[config.mk]
export PLATFORM = sky130hd
export DESIGN_NAME = if_id_queue
export DESIGN_NICKNAME = d
export VERILOG_FILES = /design/src/rtl/if_id_queue.sv
export SDC_FILE = /design/constraint.sdc
export NUM_CORES = 1
export LEC_CHECK = 0
export ABC_AREA = 1
export CORE_AREA = 2 2 109 111
export DETAILED_ROUTE_END_ITERATION = 16
export DIE_AREA = 0 0 111 113
export DONT_BUFFER_PORTS = 1
export PLACE_DENSITY = 0.8
export SETUP_SLACK_MARGIN = 0.3
export SLEW_MARGIN = 10
export SYNTH_ARGS = -nofsm -noshare
export SYNTH_HDL_FRONTEND = slang
export SYNTH_SLANG_ARGS = --single-unit
export TNS_END_PERCENT = 1
[constraint.sdc]
create_clock -name clk -period 6.01 [get_ports clk]
set_input_delay 0.9015 -clock clk [delete_from_list [all_inputs] [get_ports clk]]
set_output_delay 0.9015 -clock clk [all_outputs]
set_load 0.01 [all_outputs]
[src/rtl/if_id_queue.sv]
// IF->ID decoupling queue: circular buffer of {pc, inst} entries with
// one-cycle latency, no bypass, flush that drops pointers, async reset.
module if_id_queue #(
  parameter int unsigned ADDR_W = 32,
  parameter int unsigned INST_W = 32,
  parameter int unsigned DEPTH  = 2
) (
  input  logic                       clk,
  input  logic                       rst,
  input  logic                       flush,
  input  logic                       in_valid,
  output logic                       in_ready,
  input  logic [ADDR_W-1:0]          in_pc,
  input  logic [INST_W-1:0]          in_inst,
  output logic                       out_valid,
  input  logic                       out_ready,
  output logic [ADDR_W-1:0]          out_pc,
  output logic [INST_W-1:0]          out_inst,
  output logic [$clog2(DEPTH):0]     count
);

  localparam int unsigned PTR_W = $clog2(DEPTH);
  localparam int unsigned CNT_W = PTR_W + 1;

  typedef struct packed {
    logic [ADDR_W-1:0] pc;
    logic [INST_W-1:0] inst;
  } entry_t;

  entry_t             mem [DEPTH];
  entry_t             head;
  logic [PTR_W-1:0]   wp;
  logic [PTR_W-1:0]   rp;
  logic [CNT_W-1:0]   cnt_q;
  logic [CNT_W-1:0]   cnt_d;
  logic               push;
  logic               pop;

  // Handshake flags depend only on the registered count, never on the inputs
  // of the same cycle, so no combinational path crosses the queue.
  assign in_ready  = (cnt_q < CNT_W'(DEPTH));
  assign out_valid = (cnt_q != '0);
  assign count     = cnt_q;

  assign push = in_valid  & in_ready  & ~flush;
  assign pop  = out_valid & out_ready & ~flush;

  always_comb begin
    cnt_d = cnt_q;
    case ({push, pop})
      2'b10:   cnt_d = cnt_q + CNT_W'(1);
      2'b01:   cnt_d = cnt_q - CNT_W'(1);
      default: cnt_d = cnt_q;
    endcase
  end

  // Pointers and occupancy; flush clears these but leaves storage intact.
  always_ff @(posedge clk or posedge rst) begin
    if (rst) begin
      wp    <= '0;
      rp    <= '0;
      cnt_q <= '0;
    end else if (flush) begin
      wp    <= '0;
      rp    <= '0;
      cnt_q <= '0;
    end else begin
      if (push) wp <= wp + PTR_W'(1);
      if (pop)  rp <= rp + PTR_W'(1);
      cnt_q <= cnt_d;
    end
  end

  // Entry storage, zeroed only by reset.
  always_ff @(posedge clk or posedge rst) begin
    if (rst) begin
      for (int i = 0; i < int'(DEPTH); i++) begin
        mem[i] <= '0;
      end
    end else if (push) begin
      mem[wp] <= '{pc: in_pc, inst: in_inst};
    end
  end

  // Head is masked to zero when empty so ID never sees stale words.
  always_comb begin
    head = '0;
    if (out_valid) head = mem[rp];
  end

  assign out_pc   = head.pc;
  assign out_inst = head.inst;

endmodule

==> results.toml, run 1 <==
[sta]
final_max_slew_viol_count = 0
finClkSkew_ns = 0.00562
layout_min_cycle_time_ns = 3.09
final-setup-viol-count = 0
tightest_slew_ns = 1.19
fin_ws_ns = 2.92
hold_viol_final = 0
slew_headroom_pct = 20.7
max_freq_mhz = 323
finalCritPeriodShare_pct = 51.4
rsz0062_at_grt = "no"
fin_setup_tns_ns = 0

[clocking]
cts_tree = "yes"
numCtsBuffers = 17
ctsHtreeMaxLevel = 4
cts_hold_buf = 0
cts.sinks = 132
post_cts_resized = 0
cts.path.max_buffers = 2
clkTransAtPathRegs_ns = 0.05
clock_latency_ns = 0.40
root_buffer = "clkbuf_16"
cts_setup_buffers = 0

[placed_design]
gp_congestion = 0.779
post-place-cells = 827
numPortBuffers = 0
place_ws_ns = 3.15
dp_hpwl_um = 7990

[setup_path]
critPathKind = "reg -> out"
arrival_ns = 2.19
cp-start-kind = "flip-flop"
crit_path_max_fanout = 65
cp-end-kind = "output port"
cp_data_required_time_ns = 5.11

[power_and_ir_drop]
ir_drop_uv = 447
finalPower_mw = 3.49
p_leak_nw = 3.26
powerDensity_nw_per_um2 = 527

[floorplan]
rows = 39
ios = 137
fp.dieH_um = 113
die-area_sq_um = 12500
die_w_um = 111
start_util_pct = 54.5
coreArea_sq_um = 11300

[final_layout]
final_common_cell = "nand2_1"
nFillCells = 967
syn_to_final_growth_pct = 7.80
fin_util_pct = 58.8
final_cell_mix = "nand2_1 (264), dfrtp_1 (131), inv_1 (68)"
final_nets = 772
diodes = 0
drive_above_1_share_pct = 12.7
fin_cells = 858

[logic_synthesis]
seq_area_frac_synth_pct = 53.8
synth_cell_types = 19
synth_top_area_cell = "dfrtp_1"
syn_inst = 727
syn_area_sq_um = 6140
syn_avg_cell_area_sq_um = 8.45
synth_seq_cells = 132
ys_warn_count = 0
ys_top_cells_by_area = "dfrtp_1 (54%), nand2_1 (16%), o21ai_2 (7.0%), a21oi_1 (5.3%), o21ai_0 (4.7%)"
synthesis.nets = 796
synth_top_area_share_pct = 53.8

[drt]
routed_wl_um = 13100
first_iter_violations = 437
via_per_inst = 5.42
detail-route-antenna-nets = 0
drc = 0
vias = 4649
avgRoutedWirePerCell_um = 15.3
firstDrtPassIters = 5

[global_route]
grt_max_degree = 70
grt_pass1_wl_um = 22000
grt_pass1_vias = 4616
antenna_found_initial = 0
grt_use_total_pct = 21.8
grt.overflow.total = 0

[job]
maxCapViolCount = 0

[hold_path]
hp-class = "reg -> reg"

[status]
outcome = "finished clean"
==> routing by layer <==
layer | share of wire, % | vias to the layer above | track usage, %
met2 | 49 | 151 | 35.8
met1 | 42 | 2221 | 26.7
met4 | 2.7 | 0 | 10.8
met5 | 0 | - | 0
met3 | 6.1 | 30 | 6.21
li1 | - | 2247 | -
==> power by group <==
part	internal (mW)	leakage, nW	switching, mW
Sequential	1.26	1.64	0.207
Combinational	0.318	1.33	0.718
Clock	0.643	0.286	0.343
Total	2.22	3.26	1.27
==> cells in the mapped netlist <==
cell        n
inv_2       2
nand2_2     2
buf_2      29
clkbuf_1    5
nand3_1     5
buf_4       1
o21ai_1    23
nand2_1   264
nand3_4     1
nand4_1     1
o21ai_2    49
nor2_1      4
dfrtp_1   132
inv_1      70
buf_8       1
a21oi_1    65
o21ai_0    58
nor3_1      2
buf_6      13
==> per-stage QoR <==
stage | cell area (sq um) | hold WS [ns]
2_1_floorplan | 6140 | 0.453
3_3_place_gp | 6050 | 0.465
3_5_place_dp | 6050 | 0.467
4_1_cts | 6620 | 0.481
5_1_grt | 6620 | 0.497
6_report | 6620 | 0.478
==> cells by family (layout without fill, tap and decap cells) <==
logic type             count (synthesis)  count (layout)  share of synthesized area (%)
AO/OA/AOI/OAI                        195             195                           18.9
buffers and inverters                121             109                           9.82
AND/OR/NAND/NOR                      279             279                           17.5
flip-flops                           132             132                           53.8
==> flip-flops by register name, indices dropped and copies added (netlist names) <==
register,flops
wp,1
rp,1
mem,128
count,2
==> path summary, 6_finish.rpt <==
kind	startpoint	to	slack (ns)	depth (start not counted)
setup / recovery	rp	out_pc[14]	2.92	3
hold / removal	mem[67]	mem[67]	0.48	2
setup reg to reg	count[1]	wp	3.43	6
hold reg to reg	mem[67]	mem[67]	0.48	2
max in group asynchronous	rst	mem[87]	4.12	2
min in group asynchronous	rst	mem[17]	0.54	1
==> critical path, cell delays in order, from the launching register on <==
cell and delay, ns:
dfrtp_2 0.40, inv_2 0.85, nand2_1 0.13, a21oi_1 0.39
==> area by class of cell <==
| cell class | count | area, sq um | share of cell area [%] |
|---|---|---|---|
| Clock inverter | 3 | 40.0 | 0.605 |
| Multi-Input combinational cell | 474 | 2240 | 33.9 |
| Tap cell | 143 | 179 | 2.70 |
| Inverter | 72 | 273 | 4.12 |
| Sequential cell | 132 | 3300 | 49.9 |
| Clock buffer | 28 | 537 | 8.11 |
| Timing Repair Buffer | 6 | 45.0 | 0.680 |
(Power assumes the default switching activity.)
==> run 2, diff against run 1 <==
--- a/config.mk
+++ b/config.mk
@@ -10,7 +10,7 @@
 export DETAILED_ROUTE_END_ITERATION = 16
 export DIE_AREA = 0 0 111 113
 export DONT_BUFFER_PORTS = 1
-export PLACE_DENSITY = 0.8
+export PLACE_DENSITY = 0.83
 export SETUP_SLACK_MARGIN = 0.3
 export SLEW_MARGIN = 10
 export SYNTH_ARGS = -nofsm -noshare
==> constraint.sdc (replaced) <==
create_clock -name clk -period 2.5 [get_ports clk]
set_input_delay 0.375 -clock clk [delete_from_list [all_inputs] [get_ports clk]]
set_output_delay 0.375 -clock clk [all_outputs]
set_load 0.01 [all_outputs]
==> run 2 against run 1 <==
Final cell count rose by 0.23%. Non-clock buffer count increased by 3. Wire length barely moved. Critical path type unchanged. Sequential power is 140% higher. Clock power increased by 140%. Die area stayed put. Utilization rose by 1.2 points. Total power up 140%. Critical endpoint is now out_inst[18]. Largest cell class unchanged. First-iteration DRC count decreased by 16%.
==> results.toml, run 2 (synthesized netlist as in run 1, its figures left out) <==
[global_route]
grt.overflow.total = 0
grt_max_degree = 133
grt_use_total_pct = 21.6
grt_pass1_wl_um = 21800
antenna_found_initial = 0
grt_pass1_vias = 4568

[clocking]
cts.sinks = 132
cts.path.max_buffers = 2
cts_hold_buf = 0
ctsHtreeMaxLevel = 4
root_buffer = "clkbuf_16"
clkTransAtPathRegs_ns = 0.05
cts_tree = "yes"
numCtsBuffers = 17
clock_latency_ns = 0.41

[placed_design]
place_ws_ns = 0.497
dp_hpwl_um = 8290
numPortBuffers = 0
placed_area_sq_um = 6140
gp_congestion = 0.862
post-place-cells = 829

[setup_path]
reg2reg_depth = 6
crit_cells = 4
cp_top_family = "flip-flops"
crit_buf_inv = 2
cp-start-kind = "flip-flop"
timing.rr.end = "mem[119]"
worstSetupEndpoint = "out_inst[18]"
crit_path_max_fanout = 32
worst_path_largest_cell_delay_ns = 0.58
critPathKind = "reg -> out"
rrSetupSlack_ns = 0.69
critPathLaunch = "rp"
cp_data_required_time_ns = 2.12
cp-end-kind = "output port"
crit_chain = "inv_6 > buf_12 > nand2_1 > a21oi_1"
arrival_ns = 1.76
worstReg2RegStart = "count[1]"
cp_slowest_cell = "dfrtp_4"

[power_and_ir_drop]
finalPower_mw = 8.48
powerDensity_nw_per_um2 = 1260
p_leak_nw = 3.30
p_seq_share_pct = 42.2
pwr-share-comb_pct = 30.3
p_int_mw = 5.40
net-switching-power_mw = 3.08
p_clk_share_pct = 27.5
netSwitchingFraction_pct = 36.3
ir_drop_uv = 933

[sta]
hold_ws_ns = 0.0389
hold_viol_final = 0
finalCritPeriodShare_pct = 85.5
final_max_slew_viol_count = 0
layout_min_cycle_time_ns = 2.14
final-setup-viol-count = 0
finClkSkew_ns = 0.00592
fin_ws_ns = 0.361
slew_headroom_pct = 53.0
rsz0062_at_grt = "yes"
max_freq_mhz = 468
fin_setup_tns_ns = 0
tightest_slew_ns = 0.705

[floorplan]
die-area_sq_um = 12500
ios = 137
die_w_um = 111
rows = 39
coreArea_sq_um = 11300
fp.dieH_um = 113
start_util_pct = 54.5

[final_layout]
finalInstanceArea_sq_um = 6760
top_register = "mem"
final_common_cell = "nand2_1"
drive_above_1_share_pct = 14.1
diodes = 0
nFillCells = 942
fin_cells = 860
final_cell_mix = "nand2_1 (264), dfrtp_1 (131), inv_1 (68)"
final_nets = 775
largest_reg_flops = 128
fin_util_pct = 59.9
syn_to_final_growth_pct = 9.96

[drt]
detail-route-antenna-nets = 0
routed_wl_um = 13100
drc = 0
top_layer_used = "met4"
via_per_inst = 5.40
avgRoutedWirePerCell_um = 15.3
first_iter_violations = 367
dr_wl_met3_um = 638
vias = 4646
met1_length_um = 5600
dr_wl_met2_um = 6520
firstDrtPassIters = 5

[job]
maxCapViolCount = 0

[hold_path]
hp-class = "in -> async"

[status]
outcome = "finished clean"
run 2: final cells by class:
class,count,area (sq um),share of cell area [%]
Inverter,72,279,4.13
Clock inverter,4,45.0,0.667
Tap cell,143,179,2.65
Timing Repair Buffer,9,155,2.30
Sequential cell,132,3310,49.0
Multi-Input combinational cell,474,2270,33.6
Clock buffer,26,519,7.69
run 2: repair_timing:
action                                  4_1_cts  5_1_grt
endpoints found under the setup margin       50       50
resized for setup                             9        4
buffers inserted                              0        1
gates cloned                                  0        0
run 2: how the worst min path moves through the flow:
stage	to	slack [ns]	cells after the start
after detailed placement	mem[95]	0.47	2
after CTS	rp	0.05	1
after global placement	mem[93]	0.46	2
after global routing	rp	0.06	1
final	mem[26]	0.04	2
after floorplan	rp	0.45	1
run 2: power by group through the flow:
stage	clock (mW)	sequential, mW	combinational (mW)
after floorplan	0	3.41	2.15
after global placement	0	3.55	2.43
after detailed placement	0	3.60	2.52
after CTS	2.38	3.59	2.55
after global routing	2.47	3.68	2.92
final	2.33	3.58	2.57
run 2: routing by layer:
metal  GRT usage (%)  up-vias
li1                -     2257
met1            27.0     2210
met2            35.0      147
met3            5.52       32
met4            11.1        0
met5               0        -
==> run 3, diff against run 2 <==
--- a/config.mk
+++ b/config.mk
@@ -6,11 +6,11 @@
 export NUM_CORES = 1
 export LEC_CHECK = 0
 export ABC_AREA = 1
-export CORE_AREA = 2 2 109 111
+export CORE_AREA = 2 2 107 109
 export DETAILED_ROUTE_END_ITERATION = 16
-export DIE_AREA = 0 0 111 113
+export DIE_AREA = 0 0 109 111
 export DONT_BUFFER_PORTS = 1
-export PLACE_DENSITY = 0.83
+export PLACE_DENSITY = 0.86
 export SETUP_SLACK_MARGIN = 0.3
 export SLEW_MARGIN = 10
 export SYNTH_ARGS = -nofsm -noshare
==> run 3 against run 2 <==
Register-to-register slack improved by 0.24 ns. Critical path type unchanged. Clock-buffer cell count is 7 lower. Wire length increased by 1.7%. Clock power up 9.9%. Clock skew is 0.0011 ns higher. Final cell count is 0.23% higher. Utilization rose by 1.4 points. Cell area up 0.63%. Critical endpoint is now out_pc[24]. Via count grew 1.1%. Combinational power hardly changed.
==> results.toml, run 3 (synthesized netlist as in run 1, its figures left out) <==
[final_layout]
final_common_cell = "nand2_1"
top_register = "mem"
nFillCells = 932
final_nets = 778
largest_reg_flops = 128
final_cell_mix = "nand2_1 (264), dfrtp_1 (131), inv_1 (68)"
fin_cells = 862
drive_above_1_share_pct = 13.6
finalInstanceArea_sq_um = 6800
diodes = 0
syn_to_final_growth_pct = 10.7

[sta]
final-setup-viol-count = 0
slew_headroom_pct = 59.4
finalCritPeriodShare_pct = 82.6
hold_ws_ns = 0.0442
finClkSkew_ns = 0.00701
final_max_slew_viol_count = 0
tightest_slew_ns = 0.609
fin_setup_tns_ns = 0
fin_ws_ns = 0.434
rsz0062_at_grt = "no"
layout_min_cycle_time_ns = 2.07
hold_viol_final = 0
max_freq_mhz = 484

[setup_path]
critPathKind = "reg -> out"
crit_buf_inv = 2
arrival_ns = 1.69
cp-start-kind = "flip-flop"
cp_slowest_cell = "dfrtp_2"
cp_top_family = "buffers and inverters"
worst_path_largest_cell_delay_ns = 0.41
cp_data_required_time_ns = 2.12
crit_chain = "clkinv_2 > buf_4 > nand2_1 > a21oi_1"
crit_path_max_fanout = 18
cp-end-kind = "output port"

[drt]
via_per_inst = 5.45
drc = 0
firstDrtPassIters = 6
avgRoutedWirePerCell_um = 15.5
vias = 4696
detail-route-antenna-nets = 0
first_iter_violations = 497
routed_wl_um = 13400

[floorplan]
die-area_sq_um = 12100
fp.dieH_um = 111
start_util_pct = 55.5
die_w_um = 109
coreArea_sq_um = 11100
rows = 39
ios = 137

[clocking]
ctsHtreeMaxLevel = 4
cts.path.max_buffers = 2
clock_latency_ns = 0.40
numCtsBuffers = 17
cts_tree = "yes"
clkTransAtPathRegs_ns = 0.05
cts_setup_buffers = 0
cts.sinks = 132
root_buffer = "clkbuf_16"

[status]
outcome = "finished clean"

[placed_design]
dp_hpwl_um = 8590
placed_area_sq_um = 6170
post-place-cells = 832
numPortBuffers = 0
gp_congestion = 0.814
place_ws_ns = 0.723

[hold_path]
hp-class = "in -> reg"

[global_route]
grt_pass1_wl_um = 21700
antenna_found_initial = 0
grt_use_total_pct = 22.7
grt_pass1_vias = 4591
grt.overflow.total = 0
grt_max_degree = 79

[job]
maxCapViolCount = 0

[power_and_ir_drop]
powerDensity_nw_per_um2 = 1280
p_leak_nw = 3.33
ir_drop_uv = 670
==> run 3: cell count changes in the layout (fill, tap and decap cells not counted), sizes merged <==
cell	before	now
inv	71	70
dlygate4sd3	0	1
clkinv	3	4
buf	9	11
bufinv	1	4
clkbuf	26	19
clkinvlp	1	4
==> run 3: final cells by class <==
| type | instances | area (sq um) | share of cell area (%) |
|---|---|---|---|
| clock buffers | 19 | 453 | 6.66 |
| clock inverters | 10 | 158 | 2.32 |
| inverters | 72 | 275 | 4.05 |
| multi-input cells | 474 | 2240 | 33.0 |
| flip-flops and latches | 132 | 3300 | 48.6 |
| well taps | 143 | 179 | 2.63 |
| repair buffers | 12 | 184 | 2.71 |
==> run 3: path summary, 6_finish.rpt <==
kind	end	from	cells past startpoint	slack, ns
min	rp	flush	1	0.04
min in group asynchronous	mem[55]	rst	2	0.46
min reg2reg	mem[102]	mem[102]	2	0.48
max	out_pc[24]	rp	4	0.43
max in group asynchronous	mem[80]	rst	3	1.12
max reg2reg	mem[127]	count[1]	7	0.93
==> run 3: what timing repair did <==
item                                    in CTS  in global routing
hold buffers                                 1                  0
endpoints found under the setup margin       3                 11
resized for setup                            1                  1
endpoints found under the hold margin       16                  0
cloned                                       0                  0
==> run 3: metrics by stage <==
step	power, mW	utilization (%)
detailed placement	6.15	55.7
CTS	8.75	61.4
global placement	5.97	55.7
floorplan	5.56	-
finish	8.69	61.4
global route	9.24	61.4
==> run 3: per-layer routing <==
layer	GRT usage (%)	vias up	part of all wire, %
met3	6.23	12	5.0
met1	28.8	2292	43
met5	0	-	0
met2	37.2	131	51
met4	8.21	0	1.1
li1	-	2261	-
==> run 3: power breakdown <==
part	switching, mW	internal [mW]
Combinational	1.74	0.844
Clock	0.860	1.70
Sequential	0.519	3.03
